<file path="src/rtl/ysyx_22050058_div_pkg.sv">
// Shared definitions for the iterative divider.
//   ST_*         : FSM state encodings (IDLE/BUSY/FIX/DONE)
//   cnt_width()  : width of the BUSY iteration counter for a given WIDTH
//   steps_legal(): legality of the STEPS parameter for a given WIDTH
package ysyx_22050058_div_pkg;

    localparam logic [1:0] ST_IDLE = 2'd0;
    localparam logic [1:0] ST_BUSY = 2'd1;
    localparam logic [1:0] ST_FIX  = 2'd2;
    localparam logic [1:0] ST_DONE = 2'd3;

    // Counter is loaded with N-1, at most WIDTH-1.
    function automatic int cnt_width(input int width);
        return (width <= 2) ? 1 : $clog2(width);
    endfunction

    function automatic bit steps_legal(input int width, input int steps);
        return (steps == 1 || steps == 2 || steps == 4) &&
               (width >= 8) && (width % 2 == 0) &&
               ((width / 2) % steps == 0);
    endfunction

endpackage

</file>
<file path="src/rtl/ysyx_22050058_div_step.sv">
// One restoring division step (combinational).
//   rem_in  : partial remainder, always < div
//   div     : divisor magnitude (non-zero)
//   q_in    : shift register; MSB is the next dividend bit, LSB side collects quotient bits
//   rem_out : updated partial remainder
//   q_out   : q_in shifted left with the new quotient bit in the LSB
module ysyx_22050058_div_step #(
    parameter int WIDTH = 64
) (
    input  logic [WIDTH-1:0] rem_in,
    input  logic [WIDTH-1:0] div,
    input  logic [WIDTH-1:0] q_in,
    output logic [WIDTH-1:0] rem_out,
    output logic [WIDTH-1:0] q_out
);

    logic [WIDTH:0] shifted;
    logic [WIDTH:0] diff;
    logic           ge;

    // With rem_in < div the shifted value is < 2*div, so the borrow bit of
    // the WIDTH+1 bit subtraction alone tells whether shifted >= div.
    always_comb begin
        shifted = {rem_in, q_in[WIDTH-1]};
        diff    = shifted - {1'b0, div};
        ge      = ~diff[WIDTH];
        rem_out = ge ? diff[WIDTH-1:0] : shifted[WIDTH-1:0];
        q_out   = {q_in[WIDTH-2:0], ge};
    end

endmodule

</file>
<file path="src/rtl/ysyx_22050058_div_iter.sv">
// Iterative radix-2 restoring divider (signed/unsigned, full width and
// half-width word ops, RISC-V divide-by-zero / overflow results).
// Ports:
//   clk_i, rst_i (async, active-high), flush_i (sync abort)
//   in_valid_i / in_ready_o, signed_i, word_i, dividend_i, divisor_i : request
//   out_valid_o / out_ready_i, quotient_o, remainder_o                : response
// Optional feature: define YSYX_22050058_DIV_FASTPATH_EN to finish with a
// 1-cycle latency when |dividend| < |divisor|.
module ysyx_22050058_div_iter
    import ysyx_22050058_div_pkg::*;
#(
    parameter int WIDTH = 64,
    parameter int STEPS = 1
) (
    input  logic             clk_i,
    input  logic             rst_i,
    input  logic             flush_i,
    input  logic             in_valid_i,
    output logic             in_ready_o,
    input  logic             signed_i,
    input  logic             word_i,
    input  logic [WIDTH-1:0] dividend_i,
    input  logic [WIDTH-1:0] divisor_i,
    output logic             out_valid_o,
    input  logic             out_ready_i,
    output logic [WIDTH-1:0] quotient_o,
    output logic [WIDTH-1:0] remainder_o
);

    localparam int H  = WIDTH / 2;
    localparam int CW = cnt_width(WIDTH);
    localparam logic [CW-1:0] CNT_FULL = CW'(WIDTH / STEPS - 1);
    localparam logic [CW-1:0] CNT_WORD = CW'(H / STEPS - 1);

    if (!steps_legal(WIDTH, STEPS)) begin : g_bad_steps
        $error("ysyx_22050058_div_iter: illegal WIDTH/STEPS combination");
    end

    logic [1:0]       state;
    logic [CW-1:0]    cnt;
    logic [WIDTH-1:0] rem_q;
    logic [WIDTH-1:0] quo_q;
    logic [WIDTH-1:0] div_q;
    logic             q_neg;
    logic             r_neg;
    logic             word_q;
    logic             bypass;

    assign in_ready_o  = (state == ST_IDLE);
    assign out_valid_o = (state == ST_DONE);

    // Operand conditioning at accept time.
    logic [WIDTH-1:0] a_ext, b_ext, a_sx, a_mag, b_mag;
    logic             a_sgn, b_sgn, a_min, b_m1, special;
    logic [WIDTH-1:0] spec_q, spec_r;

    always_comb begin
        a_ext = word_i ? {{H{signed_i & dividend_i[H-1]}}, dividend_i[H-1:0]} : dividend_i;
        b_ext = word_i ? {{H{signed_i & divisor_i[H-1]}}, divisor_i[H-1:0]} : divisor_i;
        a_sx  = word_i ? {{H{dividend_i[H-1]}}, dividend_i[H-1:0]} : dividend_i;
        a_sgn = signed_i & a_ext[WIDTH-1];
        b_sgn = signed_i & b_ext[WIDTH-1];
        // Magnitudes fit in W bits as unsigned; upper half is zero in word mode.
        a_mag = a_sgn ? -a_ext : a_ext;
        b_mag = b_sgn ? -b_ext : b_ext;
        a_min = word_i ? (dividend_i[H-1:0] == {1'b1, {(H-1){1'b0}}})
                       : (dividend_i == {1'b1, {(WIDTH-1){1'b0}}});
        b_m1  = word_i ? (&divisor_i[H-1:0]) : (&divisor_i);

        special = 1'b0;
        spec_q  = '0;
        spec_r  = '0;
        if (b_mag == '0) begin
            special = 1'b1;
            spec_q  = '1;
            spec_r  = a_sx;
        end else if (signed_i && a_min && b_m1) begin
            special = 1'b1;
            spec_q  = a_sx;
            spec_r  = '0;
        end
`ifdef YSYX_22050058_DIV_FASTPATH_EN
        else if (a_mag < b_mag) begin
            special = 1'b1;
            spec_q  = '0;
            spec_r  = a_sx;
        end
`endif
    end

    // Restoring step chain, STEPS bits per cycle.
    logic [WIDTH-1:0] rem_c [0:STEPS];
    logic [WIDTH-1:0] q_c   [0:STEPS];

    assign rem_c[0] = rem_q;
    assign q_c[0]   = quo_q;

    for (genvar i = 0; i < STEPS; i++) begin : g_step
        ysyx_22050058_div_step #(.WIDTH(WIDTH)) u_step (
            .rem_in  (rem_c[i]),
            .div     (div_q),
            .q_in    (q_c[i]),
            .rem_out (rem_c[i+1]),
            .q_out   (q_c[i+1])
        );
    end

    // Sign fixup; word results are truncated then sign-extended.
    logic [WIDTH-1:0] q_mag, r_mag, q_val, r_val, q_fix, r_fix;

    always_comb begin
        q_mag = word_q ? {{H{1'b0}}, quo_q[H-1:0]} : quo_q;
        r_mag = word_q ? {{H{1'b0}}, rem_q[H-1:0]} : rem_q;
        q_val = q_neg ? -q_mag : q_mag;
        r_val = r_neg ? -r_mag : r_mag;
        q_fix = word_q ? {{H{q_val[H-1]}}, q_val[H-1:0]} : q_val;
        r_fix = word_q ? {{H{r_val[H-1]}}, r_val[H-1:0]} : r_val;
    end

    // Special cases park their final results in quo_q/rem_q and pass through
    // FIX unchanged, giving the one-cycle latency without a second path.
    always_ff @(posedge clk_i or posedge rst_i) begin
        if (rst_i) begin
            state       <= ST_IDLE;
            cnt         <= '0;
            rem_q       <= '0;
            quo_q       <= '0;
            div_q       <= '0;
            q_neg       <= 1'b0;
            r_neg       <= 1'b0;
            word_q      <= 1'b0;
            bypass      <= 1'b0;
            quotient_o  <= '0;
            remainder_o <= '0;
        end else if (flush_i) begin
            state <= ST_IDLE;
        end else begin
            case (state)
                ST_IDLE: begin
                    if (in_valid_i) begin
                        word_q <= word_i;
                        q_neg  <= a_sgn ^ b_sgn;
                        r_neg  <= a_sgn;
                        div_q  <= b_mag;
                        if (special) begin
                            quo_q  <= spec_q;
                            rem_q  <= spec_r;
                            bypass <= 1'b1;
                            state  <= ST_FIX;
                        end else begin
                            quo_q  <= word_i ? {a_mag[H-1:0], {H{1'b0}}} : a_mag;
                            rem_q  <= '0;
                            cnt    <= word_i ? CNT_WORD : CNT_FULL;
                            bypass <= 1'b0;
                            state  <= ST_BUSY;
                        end
                    end
                end
                ST_BUSY: begin
                    rem_q <= rem_c[STEPS];
                    quo_q <= q_c[STEPS];
                    if (cnt == '0) state <= ST_FIX;
                    else           cnt   <= cnt - 1'b1;
                end
                ST_FIX: begin
                    quotient_o  <= bypass ? quo_q : q_fix;
                    remainder_o <= bypass ? rem_q : r_fix;
                    state       <= ST_DONE;
                end
                default: begin
                    if (out_ready_i) state <= ST_IDLE;
                end
            endcase
        end
    end

endmodule

</file>
<file path="config.mk">
export PLATFORM = sky130hd
export DESIGN_NAME = ysyx_22050058_div_iter
export DESIGN_NICKNAME = d
export VERILOG_FILES = /design/src/rtl/ysyx_22050058_div_pkg.sv /design/src/rtl/ysyx_22050058_div_step.sv /design/src/rtl/ysyx_22050058_div_iter.sv
export SDC_FILE = /design/constraint.sdc
export NUM_CORES = 1
export LEC_CHECK = 0
export ABC_AREA = 0
export BUFFER_PORTS_ARGS = -buffer_cell sky130_fd_sc_hd__clkbuf_2
export CAP_MARGIN = 5
export CORE_ASPECT_RATIO = 1.25
export CORE_UTILIZATION = 40
export CTS_CLUSTER_DIAMETER = 120
export DETAILED_ROUTE_END_ITERATION = 8
export GPL_TIMING_DRIVEN = 0
export SETUP_SLACK_MARGIN = 0.2
export SLEW_MARGIN = 10
export SYNTH_ARGS = -nofsm -noshare
export SYNTH_HDL_FRONTEND = slang
export SYNTH_SLANG_ARGS = --single-unit
</file>
<file path="constraint.sdc">
create_clock -name clk_i -period 9.5 [get_ports clk_i]
set_input_delay 0.95 -clock clk_i [delete_from_list [all_inputs] [get_ports clk_i]]
set_output_delay 0.95 -clock clk_i [all_outputs]
set_load 0.02 [all_outputs]
</file>
# Yosys cells after proc, flatten, opt, wreduce, memory -nomap -nowiden
# Index checks and enable logic that the tools add are counted.
dict set report word_totals {
  rom_bits 0
  latchBits 0
  mem_count 0
  input_bits 135
  wordCells 88
  register_bits 332
  ram_bits 0
  out_inout_bits 130
}
dict set report op_classes {
  n_mul 0
  eq_ne 10
  mux 40
  bitwise_logic 7
  shifts 0
  n_div 0
  n_addsub 6
  reduce_logical 14
  magnitude_cmp 0
}
# op n
set ops {}
lappend ops {{$mux W64} 22}
lappend ops {{$neg A64 Y64} 4}
lappend ops {{$pmux W64 S2} 2}
lappend ops {{$sub A65 B64 Y65} 1}
lappend ops {{$eq A64 B64 Y1 const B} 1}
lappend ops {{$logic_not A64 Y1} 1}
lappend ops {{$reduce_and A64 Y1} 1}
lappend ops {{$eq A32 B32 Y1 const B} 1}
lappend ops {{$reduce_and A32 Y1} 1}
lappend ops {{$mux W6} 4}
lappend ops {{$pmux W6 S2} 1}
lappend ops {{$mux W2} 5}
lappend ops {{$reduce_and A3 Y1} 3}
lappend ops {{$logic_not A6 Y1} 1}
lappend ops {{$ne A2 B2 Y1 const B} 3}
lappend ops {{$ne A3 B3 Y1 const B} 2}
lappend ops {{$pmux W2 S3} 1}
lappend ops {{$sub A6 B1 Y6 const B} 1}
lappend ops {{$mux W1} 5}
lappend ops {{$reduce_and A5 Y1} 1}
lappend ops {{$reduce_bool A5 Y1} 1}
lappend ops {{$and A1 B1 Y1} 4}
lappend ops {{$eq A2 B2 Y1 const B} 2}
lappend ops {{$eq A2 B1 Y1 const B} 1}
lappend ops {{6 further kinds} 8}

# Longest topological paths before layout
dict set report depth {
  ltp_word 10
  ltp_mapped 17
}

# Cells and area by module
# Synthesis repeated with hierarchy kept, for this count alone.
dict set report unflattened {
  cells_unflattened 3697
  area_unflattened_um2 28173.3
}
# module area_per_inst_um2 seq_area_each_um2 instances cells_per_inst
set modules_own_cells {}
lappend modules_own_cells {ysyx_22050058_div_iter 22522.9 8308.0 1 2911}
lappend modules_own_cells {ysyx_22050058_div_step 5650.4 0.0 1 786}

# Worst setup path after synthesis
# No wires, ideal clock.
dict set report synth_timing {
  kind {input port to flip-flop}
  from {input divisor_i[6]}
  to {register state[1]}
  path_slack_ns 3.898
  arrival_ns 5.491
  required_time_ns 9.389
  cell_stages 14
  setup_ns 0.111
  path_cell_list {buf_2 > or4_4 > or4_4 > buf_6 > nor4_2 > a31oi_1 > xnor2_1 > or4_1 > or4_1 > or4_4 > buf_6 > a21o_4 > nor3b_1 > a2111oi_2}
}
dict set report synth_between {
  elab_chain_len 9
  word_cells_on_any_way 14
  cone_classes {add/sub (1); mux (9); reduce/logical (4)}
}
# element line_no
set synth_lines {}
lappend synth_lines {{from (decl)} ysyx_22050058_div_iter.sv:23} ;# input logic [WIDTH-1:0] divisor_i,
lappend synth_lines {{$mux W64, or another cell as far along} ysyx_22050058_div_iter.sv:59} ;# b_ext = word_i ? {{H{signed_i & divisor_i[H-1]}}, divisor_i[H-1:0]} : divisor_i;
lappend synth_lines {{$neg A64 Y64 or $mux W1 (tied branches)} {ysyx_22050058_div_iter.sv:65, ysyx_22050058_div_iter.sv:68}}
lappend synth_lines {{$mux W64 or $logic_and A1 B1 Y1 (tied branches)} {ysyx_22050058_div_iter.sv:65, ysyx_22050058_div_iter.sv:77}}
lappend synth_lines {{$logic_not A64 Y1 or $mux W1 (tied branches)} {ysyx_22050058_div_iter.sv:73, ysyx_22050058_div_iter.sv:77}}
lappend synth_lines {{$mux W1 *} ysyx_22050058_div_iter.sv:73} ;# if (b_mag == '0) begin
lappend synth_lines {{$mux W2 *} ysyx_22050058_div_iter.sv:145} ;# if (special) begin
lappend synth_lines {{$mux W2 *} ysyx_22050058_div_iter.sv:140} ;# if (in_valid_i) begin
lappend synth_lines {{$pmux W2 S3 *} ysyx_22050058_div_iter.sv:138} ;# case (state)
lappend synth_lines {{$mux W2 *} ysyx_22050058_div_iter.sv:135} ;# end else if (flush_i) begin
lappend synth_lines {{to (signal assigned)} ysyx_22050058_div_iter.sv:136} ;# state <= ST_IDLE;
lappend synth_lines {{to (signal assigned)} ysyx_22050058_div_iter.sv:149} ;# state <= ST_FIX;
lappend synth_lines {{to (signal assigned)} ysyx_22050058_div_iter.sv:155} ;# state <= ST_BUSY;
lappend synth_lines {{to (decl)} ysyx_22050058_div_iter.sv:39} ;# logic [1:0] state;
# Every way passes the cells marked *; elsewhere a longest branch is shown, timed or not. The select of a mux whose other input is x is not followed.
# A chain may end at the register's enable or synchronous reset.

# Worst setup path in the final report
dict set report layout_timing {
  from {input divisor_i[31]}
  to {register rem_q[2]}
}
dict set report layout_between {
  elab_chain_len 9
  word_cells_on_any_way 16
  cone_classes {add/sub (1); mux (9); bitwise (2); reduce/logical (4)}
}
# element line_no
set layout_lines {}
lappend layout_lines {{$and A1 B1 Y1} ysyx_22050058_div_iter.sv:59}
lappend layout_lines {{$mux W64} ysyx_22050058_div_iter.sv:59}
lappend layout_lines {{$neg A64 Y64 or $and A1 B1 Y1 (tied branches)} {ysyx_22050058_div_iter.sv:65, ysyx_22050058_div_iter.sv:62}}
lappend layout_lines {{$mux W64} ysyx_22050058_div_iter.sv:65} ;# b_mag = b_sgn ? -b_ext : b_ext;
lappend layout_lines {{$logic_not A64 Y1} ysyx_22050058_div_iter.sv:73}
lappend layout_lines {{$mux W64 or $mux W1 (tied branches)} ysyx_22050058_div_iter.sv:73}
lappend layout_lines {{$mux W64 *} ysyx_22050058_div_iter.sv:145}
lappend layout_lines {{$mux W64 *} ysyx_22050058_div_iter.sv:140}
lappend layout_lines {{$pmux W64 S2 *} ysyx_22050058_div_iter.sv:138}
lappend layout_lines {{to (signal assigned)} ysyx_22050058_div_iter.sv:147} ;# rem_q <= spec_r;
lappend layout_lines {{to (signal assigned)} ysyx_22050058_div_iter.sv:160} ;# rem_q <= rem_c[STEPS];
lappend layout_lines {{to (decl)} ysyx_22050058_div_iter.sv:41} ;# logic [WIDTH-1:0] rem_q;
# Marks and branches as above.

==> out/summary.md <==
The flow ran to the end, and the final reports show no timing, DRC or antenna violations. Global routing used 36.30% of the available tracks across all layers. The critical setup path kind is in -> reg. Between clock sinks in the finished design, the worst skew comes to 0.01553 ns. Worst slack at placement: 2.363 ns.

Setup repair after global routing left no endpoint under its margin. After clock tree synthesis, the clock-pin slew on the worst setup and hold paths is 0.06 ns. The run gives 130,300 um as the total wire length. The tools report the detailed placement HPWL as 103,800 um. The cell type of the slowest stage on the worst timing path is clkbuf_1. Yosys attributes the largest share of cell area to dfrtp_1 (30%), o21ai_0 (8.1%), nand2_1 (6.5%). Data on the critical path is required at its endpoint by 9.99 ns.

The tools report the end point of the critical path as rem_q[2]. Of the cells placed in the final design, the portion with a size suffix greater than 1 is 9.910%. The vertical extent of the die was 295.6 um; the number of violations reported at the end of detailed-routing iteration 0 was 3,286. The number of ports placed on the die boundary came out at 265. The type of the most critical hold path was in -> async. The later pin in the worst-skew pair is clocked with a latency of 0.58 ns. STA classifies the critical path endpoint as a register.

The total number of yosys warnings is 0, and the global-route wire length before repair is 190,200 um. The residual DRC count is 0. At the pin with the least slew margin, the transition time is 1.224 ns. In this design, the stage delay of the slowest critical-path cell is 0.67 ns. Relative to the synthesized area, the layout overhead comes to 14.03%. The floorplan die width came out at 236.9 um. The arrival time at the worst endpoint is 7.41 ns, and the synthesized instance count is 3,693.

Of all nets on the critical path, the largest fanout is 10. Cell with the most instances on the worst path: clkbuf_1. In this run the cell area of the synthesized design comes to 27,590 sq um. Post-CTS setup buffer count: 0. Endpoint of the lowest-slack register-to-register path: quotient_o[58]. The largest net degree at the start of global routing was 39.

The first-pass iteration count of the detailed router is 8. The average instance in the mapped netlist occupies 7.470 sq um. The post-synth net total came out at 3,904. For the count of final hold-check violations, the log shows 0. The post-route standard cell area excluding fillers was 31,460 sq um; the fraction of post-synthesis cell area in the top cell type by area was 30.12%.

Tracing the worst setup path back leads to its startpoint at divisor_i[31]. CTS saw 332 sinks. By count the netlist is led by nand2_1 (475), o21ai_0 (448), a21oi_1 (338). The tools report the unique cell type count in the Yosys netlist as 93. Yosys instantiated no cell more often than nand2_1.

At the end of routability-driven placement, the weighted congestion stood at 1.074. The mean routed wirelength per cell is 26.62 um. The count of nets left with antenna violations once routing finished came out at 0. TritonCTS built the clock tree. The cts-stage hold buffer count was 0. The die covers 70,020 sq um.

The total of endpoints with negative setup slack in the final report is 0, and the post-synthesis async set-or-reset flop share is 100.0%. Dominant synthesized flop cell: dfrtp_1. In this run, post-CTS repair resized a total of 0 instances. Initial antenna violation count: 13.

The logs give 68,140 sq um for the core region area and 0.1445 GHz for the maximum frequency from static timing analysis. TritonCTS created 38 clock buffers. For the vias after detailed routing, the log shows 31,028. Synthesis inferred 332 register bits.

The final number of max-transition violations is 0, and the depth of the CTS H-tree is 2. The run gives 30,150 sq um as the cell area after placement. Counting flops with a built-in enable in the synthesized netlist gives 0.

The signal on the critical path passes through clkbuf_1 > mux2_2 > nand2_1 > clkbuf_1 > clkbuf_1 > clkbuf_1 > a31oi_1 > xnor2_1 > o2111ai_1 > or4_1 > nor4_1 > nand4b_1 > nor3_1 > clkbuf_1 > buf_2 > a22oi_1 > o221ai_1. The tools report the startpoint kind of the worst setup timing path as an input pin. The tools report the startpoint of the lowest-slack register-to-register path as quo_q[15]. The number of cells on the worst reg-to-reg path is 11.

In this run the tightest slew margin relative to its limit is 17.66%. dfrtp_1 takes more of the synthesized area than any other cell. In this run the register-to-register setup slack is 3.93 ns.

The power density over the cells is 363.4 nW/um^2, and the aggregate global routing overflow is 0. Clock root buffer master: clkbuf_16. Counting along the longest clock path gives a buffer depth of 3.

Setup total negative slack on the finished layout was measured at 0 ns. The tools report the final critical-path setup slack as 2.579 ns. The vias per cell is 6.339.

Across the run, the number of max-cap violations was 0. In the finished design, the share of the clock period the worst path needs comes to 72.85%. The maximum resistive drop on vdd is 0.0001527 V, and the share of synthesized area occupied by flip-flops and latches is 30.12%. The total number of placement rows was 107; the initial core utilization was 40.48%.

The number of port buffers is 243, and the post-layout net count is 4,199. The time the worst path needs with I/O delays and setup was 6.921 ns; the leakage power total was 12.98 nW. For the number of global-route vias before repair, the log shows 29,367.
-- cells in the final DEF (no fill, tap or decap), types with 63 or more instances in the layout --
master    netlist  layout
nand2_1       475     475
o21ai_0       448     448
a21oi_1       338     338
dfrtp_1       332     332
nor2_1        268     268
clkbuf_2        0     243
clkbuf_1      233     238
inv_1         149     148
xnor2_1       144     144
nor3_1        109     108
xor2_1         91      91
ha_1           75      75
or3_1          70      70
nand3_1        63      63
-- how the worst min path moves through the flow --
stage                     end  slack, ns  depth (start not counted)            from
2_1_floorplan       div_q[10]       0.45                          2       div_q[10]
3_3_place_gp        div_q[29]       0.46                          2       div_q[29]
3_5_place_dp   quotient_o[55]       0.47                          2  quotient_o[55]
4_1_cts        quotient_o[29]       0.36                          2           rst_i
5_1_grt        quotient_o[30]       0.39                          2           rst_i
6_report            quo_q[29]       0.37                          2           rst_i
-- through the flow --
step           hold WS [ns]  power, mW  util, %  instances
4_1_cts              0.3649      11.25    46.12       4888
3_5_place_dp         0.4663      9.681    44.25       4820
5_1_grt              0.3891      12.18    46.16       4894
2_1_floorplan        0.4498      7.319        -       3693
3_3_place_gp         0.4628      9.616    43.87       4808
6_report             0.3681      11.43    46.16       4895
-- cell families after synthesis --
group | Yosys count | share of synthesized area, %
AOI/OAI and AO/OA | 1312 | 29.03
xor gates and xnor gates | 235 | 7.461
adders and majority gates | 76 | 3.474
buffers and inverters | 415 | 5.869
DFF | 332 | 30.12
muxes | 41 | 1.538
and+or+nand+nor | 1282 | 22.51
-- routing by layer --
layer,share of wire [%],track usage [%],vias up
met1,38,43.01,14618
met5,0.018,0,-
li1,-,-,14072
met2,46,59.64,1841
met4,7.9,26.43,4
met3,8.3,5.985,493
-- critical path: cells and delay by family --
family                 cells  cell delay (ns)
AO/OA/AOI/OAI              4             0.57
XOR/XNOR                   1             0.39
buffers and inverters      6             3.00
multiplexers               1             0.50
AND/OR/NAND/NOR            5             1.98
-- power by group --
part	leakage, nW	internal [mW]	switching [mW]
clock network	0.617	0.892	0.658
logic	8.21	2.40	4.63
registers	4.16	2.05	0.801
total	13.0	5.34	6.09
-- flip-flops by register name, indices dropped and copies added (netlist names) --
| signal | flops |
|---|---|
| r_neg | 1 |
| div_q | 64 |
| q_neg | 1 |
| remainder_o | 64 |
| state | 2 |
| quotient_o | 64 |
| rem_q | 64 |
| word_q | 1 |
| bypass | 1 |
| cnt | 6 |
| quo_q | 64 |
-- cell type report --
| cell class | count | area (sq um) |
|---|---|---|
| Clock inverter | 17 | 183.9 |
| Fill cell | 7055 | 36690 |
| Timing Repair Buffer | 255 | 1466 |
| Sequential cell | 332 | 8308 |
| Inverter | 151 | 570.5 |
| Tap cell | 872 | 1091 |
| Buffer | 264 | 1052 |
| Antenna cell | 7 | 17.52 |
| Clock buffer | 51 | 1091 |
| Multi-Input combinational cell | 2946 | 17680 |
(Power assumes the default switching activity.)
